## src/rtl/bitxor_arb.sv

```systemverilog
// rtl/bitxor_arb.sv - two-requester round-robin sequencer for the 1-bit xor register bank
// Optional macro BITXOR_ARB_STATS_EN enables the 16-bit grant counter on stat_count.
module bitxor_arb #(
   parameter int RESULT_LAT = 1,
   parameter int IDX_W      = 3
) (
   input  logic             clk,
   input  logic             reset,
   input  logic             a_valid,
   output logic             a_ready,
   input  logic [1:0]       a_op,
   input  logic [IDX_W-1:0] a_idx,
   input  logic             a_val,
   input  logic             b_valid,
   output logic             b_ready,
   input  logic [1:0]       b_op,
   input  logic [IDX_W-1:0] b_idx,
   input  logic             b_val,
   output logic [1:0]       reg_inst,
   output logic [IDX_W-1:0] reg_idx,
   output logic             reg_in0,
   input  logic             reg_out0,
   output logic             rsp_valid,
   input  logic             rsp_ready,
   output logic             rsp_id,
   output logic             rsp_data,
   output logic             rsp_err,
   output logic [15:0]      stat_count
);

   typedef enum logic [1:0] {IDLE, ISSUE, WAIT, RESP} state_t;

   state_t           state, state_nxt;
   logic             pref_b;
   logic             lat_query;
   logic [2:0]       wait_cnt;
   logic             wait_done;
   logic             grant_a, grant_b, grant;
   logic [1:0]       win_op;
   logic [IDX_W-1:0] win_idx;
   logic             win_val;
   logic             win_illegal;

   // Grant only from IDLE and never in a reset cycle, so nothing is accepted that reset would drop.
   always_comb begin
      grant_a = 1'b0;
      grant_b = 1'b0;
      if (state == IDLE && !reset) begin
         if (a_valid && b_valid) begin
            grant_a = !pref_b;
            grant_b = pref_b;
         end else begin
            grant_a = a_valid;
            grant_b = b_valid;
         end
      end
   end

   assign a_ready     = grant_a;
   assign b_ready     = grant_b;
   assign grant       = grant_a | grant_b;
   assign win_op      = grant_b ? b_op  : a_op;
   assign win_idx     = grant_b ? b_idx : a_idx;
   assign win_val     = grant_b ? b_val : a_val;
   assign win_illegal = win_op[0];
   assign wait_done   = (wait_cnt == 3'(RESULT_LAT));
   assign rsp_valid   = (state == RESP);

   always_ff @(posedge clk) begin
      if (reset) state <= IDLE;
      else       state <= state_nxt;
   end

   always_comb begin
      state_nxt = state;
      case (state)
         IDLE:    if (grant) state_nxt = win_illegal ? RESP : ISSUE;
         ISSUE:   state_nxt = WAIT;
         WAIT:    if (wait_done) state_nxt = RESP;
         RESP:    if (rsp_ready) state_nxt = IDLE;
         default: state_nxt = IDLE;
      endcase
   end

   always_ff @(posedge clk) begin
      if (reset) begin
         pref_b    <= 1'b0;
         reg_inst  <= 2'b11;
         reg_idx   <= '0;
         reg_in0   <= 1'b0;
         rsp_id    <= 1'b0;
         rsp_data  <= 1'b0;
         rsp_err   <= 1'b0;
         lat_query <= 1'b0;
         wait_cnt  <= 3'd0;
      end else begin
         reg_inst <= 2'b11;
         if (grant) begin
            pref_b    <= !grant_b;
            rsp_id    <= grant_b;
            rsp_data  <= 1'b0;
            rsp_err   <= win_illegal;
            lat_query <= win_op[1];
            // Bank outputs are loaded at the grant edge so they are live during ISSUE only.
            if (!win_illegal) begin
               reg_inst <= win_op;
               reg_idx  <= win_idx;
               reg_in0  <= win_op[1] ? 1'b0 : win_val;
            end
         end
         if (state == ISSUE)
            wait_cnt <= 3'd1;
         else if (state == WAIT && !wait_done)
            wait_cnt <= wait_cnt + 3'd1;
         if (state == WAIT && wait_done)
            rsp_data <= lat_query & reg_out0;
      end
   end

`ifdef BITXOR_ARB_STATS_EN
   logic [15:0] stat_q;
   always_ff @(posedge clk) begin
      if (reset)      stat_q <= 16'd0;
      else if (grant) stat_q <= stat_q + 16'd1;
   end
   assign stat_count = stat_q;
`else
   assign stat_count = 16'd0;
`endif

endmodule

```

## config.mk

```make
export PLATFORM = sky130hd
export DESIGN_NAME = bitxor_arb
export DESIGN_NICKNAME = d
export VERILOG_FILES = /design/src/rtl/bitxor_arb.sv
export SDC_FILE = /design/constraint.sdc
export NUM_CORES = 1
export LEC_CHECK = 0
export CAP_MARGIN = 25
export CORE_ASPECT_RATIO = 0.8
export CORE_UTILIZATION = 40
export DETAILED_ROUTE_END_ITERATION = 16
export PLACE_DENSITY = 0.77
export RECOVER_POWER = 25
export SETUP_SLACK_MARGIN = 0.4
export SLEW_MARGIN = 20
export SYNTH_ARGS = -nofsm -noshare
export SYNTH_HDL_FRONTEND = slang
export SYNTH_SLANG_ARGS = --single-unit
```

## constraint.sdc

```tcl
create_clock -name clk -period 2.2 [get_ports clk]
set_input_delay 0.22 -clock clk [delete_from_list [all_inputs] [get_ports clk]]
set_output_delay 0.22 -clock clk [all_outputs]
set_load 0.02 [all_outputs]
```

* After elaboration in Yosys (flattened, before gate mapping) *
Index checks and enable logic that the tools add are counted.

operators by class
  $add $sub $neg = 1
  equal/unequal tests = 7
  multiplexer cells = 18
  bitwise gates (word level) = 4
  reduce and logical (&&, ||, !) cells = 16

operators with widths
  operator                                                                number
  1-bit 2-to-1 mux                                                        11
  2-bit 2-to-1 mux                                                        5
  2-bit one-hot mux with 4 select lines                                   1
  2-bit equality test (second input constant)                             2
  1-bit logical AND                                                       4
  1-bit zero test                                                         4
  2-bit != test (second input constant)                                   2
  2-bit nonzero test                                                      2
  2-bit OR reduction                                                      2
  3-bit by 1-bit adder with 3-bit output (second input constant)          1
  3-bit by 1-bit equality test with 1-bit output (second input constant)  1
  3-bit 2-to-1 mux                                                        1
  3-bit AND reduction                                                     1
  3-bit OR reduction                                                      1
  2-bit by 1-bit equality test with 1-bit output (second input constant)  1
  2-bit zero test                                                         1
  2-bit by 1-bit != test with 1-bit output (second input constant)        1
  1-bit NOT                                                               2
  2-bit AND reduction                                                     1
  1-bit bitwise AND                                                       1
  1-bit bitwise OR                                                        1

word-level totals
  register bits = 16
  output and inout port bits = 28
  word-level logic and storage cells = 58

* Logic depth before layout (Yosys ltp) *
Gate-level depths: netlist of run 1.

  depth in word-level cells = 7
  depth in mapped cells = 7
  gate-level depth less buffers = 7

* Worst setup path after synthesis of run 1 *
Ideal clock, no wire load.

  kind = flip-flop to flip-flop
  from = register state[0]
  to = register state[0]
  arrival = 1440 ps
  required time = 2064 ps
  setup slack = 624 ps
  cell stages (with the launch flop) = 7
  cell sequence = dfxtp_1 inv_1 ha_1 nor2b_4 o21ai_0 a2111oi_0 a211oi_1

on the way
  word-level cells in the longest chain between the ends = 6
  elaborated cells between the ends (all ways) = 13

RTL lines
  what                                  RTL line  source
  from (decl)                           33        state_t state, state_nxt;
  from (signal assigned)                71        else state <= state_nxt;
  2-bit zero test                       48, 76
  1-bit logical AND                     48        if (state == IDLE && !reset) begin
  1-bit 2-to-1 mux                      48
  1-bit bitwise OR                      61        assign grant = grant_a | grant_b;
  2-bit != test (no source line)        n/a
  3-bit AND reduction (no source line)  n/a

Parallel ways exist; a longest one is shown, timed or not.
A chain may end at the register's enable or synchronous reset.

* Worst setup path after layout of run 1 *
Same ends and word-level chain as after synthesis.

==> impl_metrics.env, run 1 <==
export IMPL_synthXorXnorAreaFrac_pct=0.900
export IMPL_fill_cells=213
export IMPL_yosys_area_share_simple_pct=16.3
export IMPL_p_clk_share_pct=17.5
export IMPL_port_buffers=29
export IMPL_crit_slowest_cell="a2111oi_2"
export IMPL_first_iter_violations=25
export IMPL_total_power_mw=1.14
export IMPL_fin_crit_ns=1.80
export IMPL_pwr_share_comb_pct=48.4
export IMPL_hold_viol_final=0
export IMPL_reg2reg_from="state[0]"
export IMPL_dr_pass1_iters=10
export IMPL_sw_frac_of_total_pct=38.9
export IMPL_routed_wl_um=2210
export IMPL_grt_pass1_wl_um=3360
export IMPL_status="complete, but fails checks"
export IMPL_setup_viol=0
export IMPL_critPathArrivalTime_ns=1.96
export IMPL_power_switching_mw=0.444
export IMPL_worst_ir_drop_vdd_uv=546
export IMPL_drive_above_1_share_pct=13.1
export IMPL_seqPwrFrac_pct=34.2
export IMPL_final_setup_tns_ns=0
export IMPL_wl_per_cell_um=13.0
export IMPL_min_path_type="flop to flop"
export IMPL_rsz0062_at_grt="yes"
export IMPL_syn_avg_cell_area_um2=8.77
export IMPL_grt_remaining_overflow=0
export IMPL_grt_pass1_vias=743
export IMPL_rrSetupSlack_ns=0.40
export IMPL_antenna_found_initial=0
export IMPL_ant_nets=0
export IMPL_cts_root_buf="clkbuf_4"
export IMPL_ctsHoldBuffers=0
export IMPL_timing_critical_path_from_type="flop"
export IMPL_finClkSkew_ns=0.00141
export IMPL_max_freq_mhz=557
export IMPL_via_per_inst=5.18
export IMPL_cellInternalPower_mw=0.696
export IMPL_num_rows=15
export IMPL_grt_max_degree=17
export IMPL_grtUsageTotal_pct=17.6
export IMPL_initial_core_util_pct=43.6
export IMPL_drc=4
export IMPL_critPathCaptureType="flop"
export IMPL_synthAdderAreaFrac_pct=9.00
export IMPL_antennaDiodeCount=0
export IMPL_final_net_count=171
export IMPL_synth_compound_area_share_pct=19.8
export IMPL_power_density_nw_per_um2=873
export IMPL_die_w_um=57.2
export IMPL_clk_latency_ns=0.29
export IMPL_tritoncts="done"
export IMPL_yosysTopAreaCellShare_pct=32.9
export IMPL_clock_sinks=16
export IMPL_path_cells="inv_1, ha_1, nor2b_4, o21ai_1, a2111oi_2, a211oi_1"
export IMPL_areaGrowthSynthToFinish_pct=34.1
export IMPL_syn_inst=111
export IMPL_clk_path_buf_depth=2
export IMPL_cap_violations=0
export IMPL_num_vias=880
export IMPL_layout_commonest_cell="clkdlybuf4s50_1"
export IMPL_synth_seq_area_share_pct=32.9
export IMPL_gp_congestion=0.828
export IMPL_ios=46
export IMPL_cp_data_required_time_ns=2.37
export IMPL_r2r_cells=6
export IMPL_cp_max_fo=6
export IMPL_failed_checks="design-rule violations"
export IMPL_clk_pin_slew_ns=0.10
export IMPL_cts_buffers=3
export IMPL_synth_area_leaders="dfxtp_1 33%, buf_4 12%, ha_1 9.0%"
export IMPL_ys_seq_elements=16
export IMPL_synthMuxAreaShare_pct=2.06
export IMPL_synth_top_family_by_area="compound AO/OA/AOI/OAI gates"
export IMPL_drv_slew=0
export IMPL_dieArea_um2=2640
export IMPL_synth_largest_area_cell="dfxtp_1"
export IMPL_p_leak_nw=0.551
export IMPL_final_cell_mix="26 x clkdlybuf4s50_1, 16 x conb_1, 16 x dfxtp_1"
export IMPL_ys_types=34
export IMPL_worstReg2RegEnd="state[0]"
export IMPL_worstHoldStart="rsp_id"
export IMPL_hold_depth=2
export IMPL_hold_end="rsp_id"
export IMPL_min_period_over_period_pct=81.6
export IMPL_synth_warning_count=0
export IMPL_cp_slowest_stage_delay_ns=0.45
export IMPL_htree_levels=1
export IMPL_dp_hpwl_um=1690
export IMPL_core_um2=2230
export IMPL_syn_area_um2=973
export IMPL_die_y_um=46.1
export IMPL_critPathKind="flop to flop"
cells in the mapped netlist (all sizes together):
library cell  instances
buf                  18
dfxtp                16
inv                  11
a21oi                 7
ha                    7
a211oi                6
nor2                  6
nand2                 5
o21ai                 4
o32ai                 4
nor2b                 3
nor3                  3
a2111oi               2
and3                  2
mux2i                 2
nand2b                2
nand3                 2
a211o                 1
a311oi                1
a41o                  1
and2                  1
and2b                 1
clkbuf                1
conb                  1
nand4                 1
nand4b                1
o41ai                 1
xnor2                 1
flip-flops by register name (all words and copies together) (netlist names):
register	flops
wait_cnt	3
reg_in0	1
rsp_id	1
lat_query	1
pref_b	1
state	2
rsp_data	1
rsp_err	1
reg_inst	2
reg_idx	3
worst max path at each step:
stage                          end  slack (ns)  cells past startpoint     start
after global placement     a_ready        0.32                      4   b_valid
after detailed placement   a_ready        0.27                      5  state[0]
after global routing      state[0]        0.28                      6  state[0]
final                     state[0]        0.40                      6  state[0]
after floorplan           state[0]        0.62                      6  state[0]
after CTS                  b_ready        0.41                      6  state[1]
repair_timing:
item | CTS | global route
pin swaps | 1 | 1
resized for setup | 11 | 9
endpoints found under the setup margin | 6 | 5
buffers inserted | 2 | 1
worst max-delay path, delay by kind of cell, from the launching register on:
family,cells,cell delay (ns)
AO/OA/AOI/OAI,3,0.75
adder cells (fa/ha/maj),1,0.21
AND/OR/NAND/NOR,1,0.24
flip-flops,1,0.34
buffers and inverters,1,0.13
per-layer routing:
metal,up-vias,GRT usage [%],wire length [µm]
li1,428,-,-
met1,413,22.0,952
met2,35,29.9,1090
met3,4,5.34,125
met4,0,4.88,34
met5,-,0,0
cell type report:
class,instances,area (µm²),area share (%)
tap,25,31.3,2.40
inverter,11,41.3,3.16
timing repair buffer,34,324,24.8
sequential,16,320,24.5
clock buffer,4,36.3,2.78
multi-input combinational,80,552,42.3
cells by family after synthesis:
group | Yosys count
DFF | 16
adders and majority gates | 7
and+or+nand+nor | 27
AOI/OAI and AO/OA | 27
buffers and inverters | 30
muxes | 2
xor gates and xnor gates | 1
other | 1
stage by stage:
stage	util (%)	hold WS (ns)	worst slack, ns	instances	cell area (µm²)
global placement	54.9	0.447	0.318	163	1230
floorplan	-	0.373	0.624	126	1030
detailed placement	54.9	0.456	0.265	163	1230
global route	58.4	0.490	0.277	170	1310
CTS	57.2	0.469	0.410	169	1280
finish	58.4	0.472	0.404	170	1310
power groups by stage:
stage	Sequential (mW)	Combinational [mW]	Clock, mW
2_1_floorplan	0.416	0.324	0
3_3_place_gp	0.390	0.472	0
3_5_place_dp	0.396	0.495	0
4_1_cts	0.391	0.525	0.201
5_1_grt	0.395	0.603	0.215
6_report	0.389	0.551	0.199
Power figures use the tool's default switching activity.
==> run 2: changes to the inputs <==
--- a/config.mk
+++ b/config.mk
@@ -7,9 +7,9 @@
 export LEC_CHECK = 0
 export CAP_MARGIN = 25
 export CORE_ASPECT_RATIO = 0.8
-export CORE_UTILIZATION = 40
+export CORE_UTILIZATION = 36
 export DETAILED_ROUTE_END_ITERATION = 16
-export PLACE_DENSITY = 0.77
+export PLACE_DENSITY = 0.73
 export RECOVER_POWER = 25
 export SETUP_SLACK_MARGIN = 0.4
 export SLEW_MARGIN = 20
==> constraint.sdc (replaced) <==
create_clock -name clk -period 1.6 [get_ports clk]
set_input_delay 0.16 -clock clk [delete_from_list [all_inputs] [get_ports clk]]
set_output_delay 0.16 -clock clk [all_outputs]
set_load 0.02 [all_outputs]
==> impl_metrics.env, run 2 (synthesis results as in run 1) <==
export IMPL_areaGrowthSynthToFinish_pct=73.7
export IMPL_ios=46
export IMPL_tritoncts="done"
export IMPL_drc=0
export IMPL_worst_ir_drop_vdd_uv=658
export IMPL_critPathKind="flop to flop"
export IMPL_timing_critical_path_from_type="flop"
export IMPL_cp_data_required_time_ns=1.79
export IMPL_layout_commonest_cell="buf_4"
export IMPL_wl_per_cell_um=14.7
export IMPL_min_period_over_period_pct=99.1
export IMPL_fin_crit_ns=1.59
export IMPL_p_leak_nw=0.720
export IMPL_num_rows=16
export IMPL_wl_met2_um=1470
export IMPL_clk_path_buf_depth=2
export IMPL_reg_largest_list="reg_idx x3, wait_cnt x3"
export IMPL_placed_cell_area_um2=1380
export IMPL_rsz0062_at_grt="yes"
export IMPL_gp_congestion=0.812
export IMPL_cts_buffers=3
export IMPL_r2r_cells=8
export IMPL_clk_latency_ns=0.29
export IMPL_min_path_type="primary input to flop"
export IMPL_antenna_found_initial=0
export IMPL_finClkSkew_ns=0.00212
export IMPL_wirelength_met1_um=1260
export IMPL_hold_viol_final=0
export IMPL_grt_remaining_overflow=0
export IMPL_max_freq_mhz=631
export IMPL_power_density_nw_per_um2=1230
export IMPL_hold_depth=3
export IMPL_grt_max_degree=17
export IMPL_num_vias=989
export IMPL_port_buffers=29
export IMPL_grtUsageTotal_pct=20.3
export IMPL_dr_pass1_iters=5
export IMPL_ctsHoldBuffers=0
export IMPL_dieArea_um2=2920
export IMPL_core_um2=2500
export IMPL_dr_wl_met3_um=146
export IMPL_rrSetupSlack_ns=0.01
export IMPL_via_per_inst=4.95
export IMPL_die_y_um=48.5
export IMPL_drv_slew=0
export IMPL_dp_hpwl_um=1840
export IMPL_grt_pass1_wl_um=4430
export IMPL_first_iter_violations=35
export IMPL_ant_nets=0
export IMPL_cts_root_buf="clkbuf_4"
export IMPL_final_cell_mix="19 x buf_4, 17 x clkdlybuf4s50_1, 16 x conb_1"
export IMPL_grt_pass1_vias=971
export IMPL_drive_above_1_share_pct=43.3
export IMPL_dr_max_layer_used="met4"
export IMPL_cap_violations=0
export IMPL_critPathCaptureType="flop"
export IMPL_htree_levels=1
export IMPL_cp_max_fo=4
export IMPL_critPathArrivalTime_ns=1.77
export IMPL_final_net_count=190
export IMPL_antennaDiodeCount=0
export IMPL_clk_pin_slew_ns=0.11
export IMPL_total_power_mw=2.07
export IMPL_clock_sinks=16
export IMPL_die_w_um=60.1
export IMPL_setup_viol=0
export IMPL_initial_core_util_pct=38.9
export IMPL_final_area_um2=1690
export IMPL_status="finished clean"
export IMPL_routed_wl_um=2940
## run 2: cell count changes in the layout (fill, tap and decap cells not counted), moves of 5 or more
cell and change:
buf_4 +14, buf_6 +6, clkdlybuf4s50_1 -9, dlygate4sd2_1 +8, ha_1 -5
## run 2: path summary, 6_finish.rpt
check / start / endpoint
setup / recovery: state[1] / reg_idx[2]
hold / removal: reg_out0 / rsp_data
setup reg to reg: state[1] / reg_idx[2]
hold reg to reg: rsp_data / rsp_data
## run 2: metrics by stage
step	setup slack, ns	utilization (%)	std cells	TNS (ns)	hold slack, ns
after CTS	0.0566	64.0	199	0	0.465
after detailed placement	-0.199	55.1	187	-0.901	0.456
after global routing	-0.0612	67.6	200	-0.0960	0.464
final	0.0145	67.6	200	0	0.466
after floorplan	0.204	-	126	0	0.326
after global placement	-0.130	55.1	187	-0.562	0.450
## run 2: power breakdown
part / total (mW) / internal (mW) / switching, mW
combinational: 1.25 / 0.618 / 0.632
clock: 0.285 / 0.139 / 0.147
sequential: 0.535 / 0.487 / 0.0486
## run 2: per-layer routing
metal | up-vias | track usage (%)
met2 | 44 | 32.2
li1 | 465 | -
met4 | 0 | 6.98
met5 | - | 0
met1 | 472 | 26.1
met3 | 8 | 5.35
## run 2: what timing repair did
action,in CTS,in global routing
buffers inserted,8,1
pin swaps,18,7
endpoints found under the setup margin,27,19
resized for setup,56,17
## run 2: area by class of cell
class                   instances  area, µm²
inverters                      11       41.3
multi-input cells              80        751
fillers                       196        812
clock buffers                   4       36.3
repair buffers                 53        492
well taps                      36       45.0
flip-flops and latches         16        325
## run 2: critical path, stage by stage (launching register included)
cell and delay (ns):
dfxtp_2 0.34, inv_2 0.07, ha_4 0.13, nor2b_4 0.18, buf_6 0.13, nand4b_1 0.20, buf_4 0.23, o32ai_2 0.13
a211oi_2 0.07
